### config.mk
export PLATFORM = sky130hd
export DESIGN_NAME = apb_master_bridge
export DESIGN_NICKNAME = d
export VERILOG_FILES = /design/src/rtl/apb_master_bridge.sv
export SDC_FILE = /design/constraint.sdc
export NUM_CORES = 1
export LEC_CHECK = 0
export CAP_MARGIN = 20
export CORE_MARGIN = 2
export CORE_UTILIZATION = 38
export DETAILED_ROUTE_END_ITERATION = 10
export GPL_ROUTABILITY_DRIVEN = 0
export PLACE_DENSITY = 0.76
export SYNTH_ARGS = -nofsm -noshare
export SYNTH_HDL_FRONTEND = slang
export SYNTH_SLANG_ARGS = --single-unit
export TNS_END_PERCENT = 1
### constraint.sdc
create_clock -name pclk -period 1.7 [get_ports pclk]
set_clock_uncertainty 0.05 [all_clocks]
set_input_delay 0.255 -clock pclk [delete_from_list [all_inputs] [get_ports pclk]]
set_output_delay 0.255 -clock pclk [all_outputs]
set_load 0.05 [all_outputs]
### src/rtl/apb_master_bridge.sv
//==============================================================================
// Module      : apb_master_bridge
// Description : Converts a single-outstanding command/response handshake into
//               APB transfers. Waits at most TIMEOUT cycles in ACCESS for
//               pready before reporting a timeout error.
// Revision    : 1.0 - initial release
//==============================================================================
`default_nettype none
`timescale 1ns/1ps

module apb_master_bridge #(
    parameter int unsigned TIMEOUT = 16
) (
    input  logic        pclk,
    input  logic        presetn,
    // Command side
    input  logic        cmd_valid,
    output logic        cmd_ready,
    input  logic        cmd_write,
    input  logic [31:0] cmd_addr,
    input  logic [7:0]  cmd_wdata,
    // Response side
    output logic        rsp_valid,
    input  logic        rsp_ready,
    output logic [7:0]  rsp_rdata,
    output logic        rsp_err,
    output logic        rsp_timeout,
    // APB requester
    output logic [31:0] paddr,
    output logic [7:0]  pwdata,
    output logic        pwrite,
    output logic        psel,
    output logic        penable,
    // APB completer
    input  logic [7:0]  prdata,
    input  logic        pready,
    input  logic        pslverr
);

    typedef enum logic [1:0] {
        S_IDLE   = 2'd0,
        S_SETUP  = 2'd1,
        S_ACCESS = 2'd2,
        S_RESP   = 2'd3
    } state_t;

    // Last ACCESS cycle index before giving up on pready
    localparam logic [7:0] C_WAIT_LAST = 8'(TIMEOUT - 1);

    state_t      state_q,   state_d;
    logic [31:0] paddr_q,   paddr_d;
    logic [7:0]  pwdata_q,  pwdata_d;
    logic        pwrite_q,  pwrite_d;
    logic [7:0]  rdata_q,   rdata_d;
    logic        err_q,     err_d;
    logic        tmo_q,     tmo_d;
    logic [7:0]  wait_q,    wait_d;

    // Next-state and datapath decisions; APB inputs are only looked at in ACCESS
    always_comb begin
        state_d  = state_q;
        paddr_d  = paddr_q;
        pwdata_d = pwdata_q;
        pwrite_d = pwrite_q;
        rdata_d  = rdata_q;
        err_d    = err_q;
        tmo_d    = tmo_q;
        wait_d   = wait_q;
        case (state_q)
            S_IDLE: begin
                if (cmd_valid) begin
                    paddr_d  = cmd_addr;
                    pwrite_d = cmd_write;
                    pwdata_d = cmd_wdata;
                    wait_d   = 8'd0;
                    state_d  = S_SETUP;
                end
            end
            S_SETUP: begin
                wait_d  = 8'd0;
                state_d = S_ACCESS;
            end
            S_ACCESS: begin
                // pready wins even on the final permitted wait cycle
                if (pready) begin
                    rdata_d = (pwrite_q || pslverr) ? 8'h00 : prdata;
                    err_d   = pslverr;
                    tmo_d   = 1'b0;
                    state_d = S_RESP;
                end else if (wait_q == C_WAIT_LAST) begin
                    rdata_d = 8'h00;
                    err_d   = 1'b1;
                    tmo_d   = 1'b1;
                    state_d = S_RESP;
                end else begin
                    wait_d = wait_q + 8'd1;
                end
            end
            S_RESP: begin
                if (rsp_ready) begin
                    state_d = S_IDLE;
                end
            end
            default: begin
                state_d = S_IDLE;
            end
        endcase
    end

    // State and datapath registers; reset abandons any transfer in flight
    always_ff @(posedge pclk or negedge presetn) begin
        if (!presetn) begin
            state_q  <= S_IDLE;
            paddr_q  <= 32'd0;
            pwdata_q <= 8'd0;
            pwrite_q <= 1'b0;
            rdata_q  <= 8'd0;
            err_q    <= 1'b0;
            tmo_q    <= 1'b0;
            wait_q   <= 8'd0;
        end else begin
            state_q  <= state_d;
            paddr_q  <= paddr_d;
            pwdata_q <= pwdata_d;
            pwrite_q <= pwrite_d;
            rdata_q  <= rdata_d;
            err_q    <= err_d;
            tmo_q    <= tmo_d;
            wait_q   <= wait_d;
        end
    end

    // Control outputs decode straight from the registered state
    assign cmd_ready   = (state_q == S_IDLE);
    assign psel        = (state_q == S_SETUP) || (state_q == S_ACCESS);
    assign penable     = (state_q == S_ACCESS);
    assign rsp_valid   = (state_q == S_RESP);
    assign paddr       = paddr_q;
    assign pwdata      = pwdata_q;
    assign pwrite      = pwrite_q;
    assign rsp_rdata   = rdata_q;
    assign rsp_err     = err_q;
    assign rsp_timeout = tmo_q;

endmodule

`default_nettype wire

---- Yosys cells after proc, flatten, opt, wreduce, memory -nomap -nowiden ----
Cells that the tools add are included.
storage, ports and cells
  register bits ........................... 61
  RAM bits ................................ 0
  memories kept ........................... 0
  output and inout port bits .............. 55
  latch bits .............................. 0
  input bits .............................. 55
  logic and storage cells ................. 42
  bits in read-only memories .............. 0
cells by class
  bitwise logic cells ..................... 0
  reductions and logical operators ........ 9
  div/mod/pow operators ................... 0
  multiply operators ...................... 0
  equality and inequality tests ........... 9
  muxes and demuxes ....................... 15
  add/subtract/negate cells ............... 1
  magnitude comparators ................... 0
  shifts and indexed selects .............. 0
operators by type and width
  kind                                                 number
  two-way mux 8 bit                                    6
  one-hot mux 8 bit (3 select lines)                   1
  adder 8 x 1 -> 8 bit, second input constant          1
  equality test 8 x 4 -> 1 bit, second input constant  1
  two-way mux 2 bit                                    4
  one-hot mux 2 bit (4 select lines)                   1
  != test 2 bit, second input constant                 3
  equality test 2 bit, second input constant           2
  AND reduction 2 bit                                  2
  AND reduction 4 bit                                  1
  two-way mux 1 bit                                    3
  != test 3 x 1 -> 1 bit, second input constant        1
  AND reduction 3 bit                                  1
  nonzero test 3 bit                                   1
  equality test 2 x 1 -> 1 bit, second input constant  1
  zero test 2 bit                                      1
  logical OR 1 bit                                     2
  != test 2 x 1 -> 1 bit, second input constant        1
  nonzero test 2 bit                                   1

---- Longest topological paths before layout ----
Gate-level depths: netlist of the first run.
  word-level depth ........................ 4
  mapped depth ............................ 7
  depth with buffers taken out ............ 6

---- Worst setup path before layout of the first run ----
No wires, ideal clock.
  path kind ............................... register to register
  start ................................... register state_q[0]
  end ..................................... register wait_q[2]
  buffers on the path ..................... 1
  arrival time ............................ 1.946 ns
  cell stages (with the launch flop) ...... 8
  data required time ...................... 1.526 ns
  clock period less this slack ............ 2.120 ns
  library setup time ...................... 0.124 ns
  path slack .............................. -0.420 ns
  cell sequence ........................... dfrtp_1 inv_1 ha_1 nor2b_2 or2_2 clkbuf_1 nor4_1 a211o_1
between the ends
  word-level cells in the longest chain between the ends .. 3
  elaborated cells between the ends (all ways) .. 9
  classes of those cells .................. eq/ne: 5; mux: 1; reduce/logical: 3
RTL lines
  item                                                                  RTL line  source
  start: declaration                                                    50        state_t state_q, state_d;
  start signal: assignment                                              122       state_q <= state_d;
  zero test 2 bit (*)                                                   --
  via cmd_ready                                                         18        output logic cmd_ready,
  != test 2 bit (no line) / nonzero test 3 bit (equally long branches)  --
  AND reduction 4 bit (no line)                                         --
  end signal: assignment                                                129       wait_q <= wait_d;
  end: declaration                                                      57        logic [7:0] wait_q, wait_d;
Mark *: on every way through the listed nets, which the timed path passes. The rest lies on a longest branch.
A chain may end at the register's enable or synchronous reset.

---- Worst setup path in the final report of the first run ----
  start ................................... register state_q[0]
  end ..................................... register wait_q[2]
between the ends
  word-level cells in the longest chain between the ends .. 3
  elaborated cells between the ends (all ways) .. 9
  classes of those cells .................. eq/ne: 5; mux: 1; reduce/logical: 3
RTL lines
  item                                                                  RTL line  source
  equality test 2 bit, or another cell as far along                     69        case (state_q)
  != test 2 bit (no line) / nonzero test 3 bit (equally long branches)  --
  AND reduction 4 bit (no line)                                         --
Parallel ways exist; a longest one is shown, timed or not.

==> results of run 1 <==
## state kept, by name (all words and copies together), names as in the netlist
register     cells
pwdata           8
pwrite           1
rsp_rdata        8
paddr           32
rsp_err          1
wait_q           8
rsp_timeout      1
state_q          2
## metal layers
layer  GRT usage, %  vias to the layer above  wire (um)  share of wire [%]
met2           25.3                       74       2980                 50
met3           5.90                        8        411                6.8
met4           6.53                        0         76                1.3
met5              0                        -          0                  0
li1               -                      944          -                  -
met1           19.4                      992       2540                 42
## worst min path at each step
stage                        end  slack [ns]
finish              rsp_rdata[6]        0.43
floorplan               paddr[0]       -0.09
global placement    rsp_rdata[2]        0.24
global route        rsp_rdata[3]        0.46
CTS                 rsp_rdata[7]        0.43
detailed placement     pwdata[6]        0.24
## final cells by class
class                   count  area [um^2]  area share (%)
flip-flops and latches     61         1530            37.3
repair buffers            131         1200            29.4
inverters                   5         18.8           0.459
well taps                  80          100            2.45
clock inverters             4         47.5            1.16
multi-input cells         114         1050            25.6
clock buffers              12          145            3.55
## timing repair
item / in CTS / in global routing
hold buffers: 1 / 0
gates resized for setup: 0 / 5
buffers inserted: 0 / 1
pin swaps: 0 / 2
hold endpoints to repair: 61 / 0
endpoints found under the setup margin: 1 / 5
## per-stage QoR
stage | TNS, ns | instance area [um^2] | power [uW] | instances | hold WS (ns)
floorplan | -0.692 | 2630 | 5970 | 188 | -0.0906
global placement | 0 | 3850 | 7710 | 389 | 0.244
detailed placement | -0.107 | 3850 | 7810 | 389 | 0.243
CTS | -0.00349 | 4060 | 9100 | 406 | 0.426
global route | -0.00433 | 4090 | 9470 | 407 | 0.461
finish | 0 | 4090 | 9070 | 407 | 0.432
## logic make-up after synthesis
kind of cell / synth area share (%)
AO/OA/AOI/OAI: 9.14
adder cells (fa/ha/maj): 2.89
buffers and inverters: 2.60
flip-flops: 58.7
multiplexers: 19.0
AND/OR/NAND/NOR: 7.70
## cell usage in the layout, fill, tap and decap left out, types with 2 or more instances in the layout
cell / n
nor3_1: 4
dfrtp_1: 60
clkinv_2: 2
buf_12: 7
nand3_1: 2
clkbuf_1: 2
a21oi_1: 6
inv_1: 3
nand2_1: 11
inv_2: 2
o21ai_0: 4
buf_4: 69
ha_1: 3
nor2_1: 4
clkdlybuf4s50_1: 53
clkbuf_8: 10
a22o_1: 8
ha_4: 2
mux2i_1: 2
mux2_2: 41
## tightest hold or removal path, stage by stage
cell and delay (ns):
dlygate4sd3_1 0.53, buf_2 0.12, buf_12 0.30
## power by group through the flow
stage                     registers (uW)  logic (uW)  clock network, uW
after CTS                           2430        5370               1300
after global routing                2500        5610               1360
after floorplan                     4490        1480                  0
after global placement              2410        5300                  0
after detailed placement            2450        5370                  0
final                               2430        5370               1260
## synthesized netlist by cell type (all sizes together) (2+ instances only)
cell and count:
clkbuf 2, nor2 4, a22o 9, o21ai 5, inv 5, nor3 5, nand3 2, mux2 42
dfrtp 61, and4 2, nor4 2, ha 6, nand2 12, mux2i 2, a21oi 7, buf 6
==> flow_summary.toml, run 1 <==
[clocking]
cts_tree = "yes"
insertion_delay_ns = 0.33
cts.root.buffer_cell = "clkbuf_8"
cts_sinks = 61
h-tree-depth = 3
clk_pin_slew_ns = 0.07
clockBufferDepth = 2
cts_buffers = 9

[timing]
fin_crit_ns = 1.64
rsz0062_at_grt = "true"
finalHoldViolCount = 0
post-route-period-util_pct = 96.6
setup_viol = 0
tightestPinTransition_ns = 0.331
max_freq_mhz = 609
maxSlewHeadroom_pct = 78.0
slew_violations = 0
layout_setup_ws_ns = 0.0579

[route]
vias_per_cell = 4.96
first_iter_violations = 48
vias = 2018
routed_wl_mm = 6.01
drcViolationCount = 0
drtPass1Iterations = 4
final_antenna_net_count = 0
post_drt_wl_per_cell_um = 14.8

[setup_path]
cp-end-kind = "flip-flop"
r2r_cells = 4
crit_arrival_ns = 1.81
critical_path_depth = 4
crit_slowest_cell = "dfrtp_1"
ff2ff_setup_slack_ns = 0.06
rr_startpoint = "state_q[0]"
start_kind = "flip-flop"
required_ns = 1.87
cp_cell_sequence = "buf_4 -> ha_1 -> or2_2 -> a211o_1"
critPathTopFamily = "flip-flops"
worstPathBufferInverterCount = 1
path_class = "flip-flop to flip-flop"
slowest_delay_ns = 0.39
critPathLaunch = "state_q[0]"
reg2reg_to = "wait_q[2]"
critPathMaxFanout = 8
cp-endpoint = "wait_q[2]"

[final_layout]
utilization_pct = 60.9
fin_nets = 383
antenna_cells = 0
layout-drive-gt1-share_pct = 45.6
synthToLayoutAreaGrowth_pct = 57.4
num-fill-cells = 536

[min_path]
hold_path_class = "input port to asynchronous set/reset pin"

[power_and_ir_drop]
leakagePower_uw = 0.00189
p_sw_uw = 4210
pwr-share-comb_pct = 59.2
internal_power_uw = 4860
ir_worst_vdd_mv = 1.14
clkPwrFrac_pct = 13.9
power_density_nw_per_um2 = 2220
pwr-share-seq_pct = 26.8
swShare_pct = 46.4

[synthesis]
synthArstFlopShare_pct = 100
synthFlopType = "dfrtp_1"
synth_top_area_cell = "dfrtp_1"
synth.avg_cell_area_um2 = 13.8
ys_seq_area_share_pct = 58.7
yosys-top-cells-area = "dfrtp_1 (59%), mux2_2 (18%), ha_1 (2.9%)"
yosys_warnings = 0
synth.distinct_cells = 41
mappedNetlistArea_um2 = 2600
synth-seq-cells = 61
synth_nets = 249
netlist_instances = 188
synth_top_area_share_pct = 58.7
synth_edf_count = 0

[run]
drv_cap = 0

[die]
core_area_um2 = 6720
dieArea_um2 = 7520
row_count = 30
fp.dieW_um = 86.7
start_util_pct = 38.7
io_pins = 110
die_y_um = 86.7

[global_route]
grt_pass1_wl_mm = 9.26
grt_usage_pct = 15.9
grt_max_degree = 62
grt_overflow = 0
antenna_found_initial = 0
grt_pass1_vias = 2054

[place]
dp_slack_ns = -0.0444
hpwl_mm = 4.37
io_buffers = 109

[run_status]
status = "finished clean"
No activity file was read; power rests on OpenSTA's default activity.
==> run 2: changes to the inputs <==
--- a/config.mk
+++ b/config.mk
@@ -7,10 +7,10 @@
 export LEC_CHECK = 0
 export CAP_MARGIN = 20
 export CORE_MARGIN = 2
-export CORE_UTILIZATION = 38
+export CORE_UTILIZATION = 42
 export DETAILED_ROUTE_END_ITERATION = 10
 export GPL_ROUTABILITY_DRIVEN = 0
-export PLACE_DENSITY = 0.76
+export PLACE_DENSITY = 0.79
 export SYNTH_ARGS = -nofsm -noshare
 export SYNTH_HDL_FRONTEND = slang
 export SYNTH_SLANG_ARGS = --single-unit
==> constraint.sdc (replaced) <==
create_clock -name pclk -period 1.57 [get_ports pclk]
set_clock_uncertainty 0.05 [all_clocks]
set_input_delay 0.2355 -clock pclk [delete_from_list [all_inputs] [get_ports pclk]]
set_output_delay 0.2355 -clock pclk [all_outputs]
set_load 0.05 [all_outputs]
==> run 2 against run 1 <==
Effect of this change: the run now ends with negative setup slack left; flip-flop and latch count stayed put; sequential share of layout area is 0.29 points lower; die area is 9.1% lower; count of clock-buffer cells in the layout is 1 higher; global-route usage is 1.6 points higher; combinational power is 11% higher; core utilization is 8.3 points higher; first-iteration DRC count is 13% higher; largest cell class unchanged; highest routed layer unchanged; critical path depth stayed put; sequential power is 9.1% higher; wire length is 2.7% lower.
==> flow_summary.toml, run 2 (synthesized netlist as in run 1, its figures left out) <==
[final_layout]
layout-drive-gt1-share_pct = 46.5
utilization_pct = 69.2
largest_register_ffs = 32
multi_input_area_um2 = 1050
synthToLayoutAreaGrowth_pct = 58.5
register_area_um2 = 1530
num-fill-cells = 451
antenna_cells = 0
most-common-layout-cells = "buf_4 (75), dfrtp_1 (61), clkdlybuf4s50_1 (53)"
layout_commonest_cell = "buf_4"
fin_nets = 390

[timing]
setup_viol = 13
max_freq_mhz = 609
layout_setup_ws_ns = -0.0719
tns_ns = -0.284
rsz0062_at_grt = "true"
slew_violations = 0
post-route-period-util_pct = 105
fin_crit_ns = 1.64
finalHoldViolCount = 0
maxSlewHeadroom_pct = 78.7
tightestPinTransition_ns = 0.318

[run_status]
violations = "negative setup slack"
status = "finished, violations left"

[route]
vias = 2008
routed_wl_mm = 5.85
post_drt_wl_per_cell_um = 14.3
final_antenna_net_count = 0
route.met3.wl_um = 355
vias_per_cell = 4.92
met1_length_mm = 2.51
drcViolationCount = 0
wl_met2_mm = 2.90
first_iter_violations = 54
drtPass1Iterations = 4
highest_layer = "met4"

[place]
io_buffers = 109
hpwl_mm = 4.30

[clocking]
clk_pin_slew_ns = 0.07
cts.root.buffer_cell = "clkbuf_8"
cts_buffers = 9
h-tree-depth = 3
clockBufferDepth = 2
cts_sinks = 61
insertion_delay_ns = 0.33
cts_tree = "yes"

[min_path]
hold_path_class = "input port to asynchronous set/reset pin"

[setup_path]
cp_cell_sequence = "nor4_4 -> a41oi_4 -> a21oi_2 -> mux2_4"
path_class = "flip-flop to flip-flop"
cp-end-kind = "flip-flop"
crit_arrival_ns = 1.81
start_kind = "flip-flop"
crit_slowest_cell = "dfrtp_1"
critPathLaunch = "wait_q[4]"
rr_startpoint = "wait_q[4]"
required_ns = 1.74
slowest_delay_ns = 0.41
worstPathBufferInverterCount = 0
critPathTopFamily = "flip-flops"
critPathMaxFanout = 4

[die]
core_area_um2 = 5960
start_util_pct = 43.7
dieArea_um2 = 6840
fp.dieW_um = 82.7
die_y_um = 82.7
io_pins = 110
row_count = 28

[power_and_ir_drop]
power_density_nw_per_um2 = 2370
leakagePower_uw = 0.00192
ir_worst_vdd_mv = 1.61

[global_route]
grt_usage_pct = 17.5
grt_max_degree = 62
antenna_found_initial = 0
grt_pass1_wl_mm = 8.94
grt_overflow = 0
grt_pass1_vias = 2013

[run]
drv_cap = 0
==> run 2: power by group <==
group / internal, uW / switching (uW)
combinational: 2350 / 3590
clock: 604 / 552
sequential: 2260 / 392
total: 5220 / 4540
==> run 2: cell type report <==
cell class | instances | share of cell area (%)
clock buffer | 13 | 3.61
clock inverter | 2 | 0.243
inverter | 5 | 0.456
multi-input combinational | 114 | 25.6
sequential | 61 | 37.0
tap | 75 | 2.28
timing repair buffer | 138 | 30.8
==> run 2: worst paths after layout <==
kind	slack (ns)	cells after the start	end
hold / removal	0.39	3	wait_q[6]
hold reg to reg	0.46	1	rsp_rdata[1]
setup reg to reg	-0.07	4	state_q[1]
setup / recovery	-0.07	4	state_q[1]
max in group asynchronous	0.80	3	paddr[14]
min in group pclk	0.46	1	rsp_rdata[1]
==> run 2: through the flow <==
stage                     setup slack [ns]  std cells  instance area [um^2]  hold WS [ns]  total power, uW
after global placement             -0.0980        390                  3920         0.223             8490
after floorplan                     -0.129        188                  2630        -0.110             6470
after global routing                -0.170        408                  4120         0.437            10200
after detailed placement            -0.150        390                  3920         0.222             8590
final                              -0.0719        408                  4120         0.394             9750
after CTS                          -0.0879        408                  4110         0.410             9840
==> run 2: what timing repair did <==
item | in CTS | in global routing
setup endpoints to repair | 14 | 55
hold endpoints to repair | 61 | 0
gates resized for setup | 3 | 2
pin swaps | 6 | 0
buffers inserted | 2 | 0
hold buffers | 1 | 0
==> run 2: worst reg2reg max path, stage by stage, from the launching register on <==
cell	delay, ns
dfrtp_1	0.41
nor4_4	0.38
a41oi_4	0.20
a21oi_2	0.20
mux2_4	0.31
==> run 2: routing by layer <==
layer | vias up | GRT usage [%]
met2 | 72 | 28.1
met1 | 968 | 21.9
met4 | 0 | 8.03
met3 | 9 | 4.78
li1 | 959 | -
met5 | - | 0
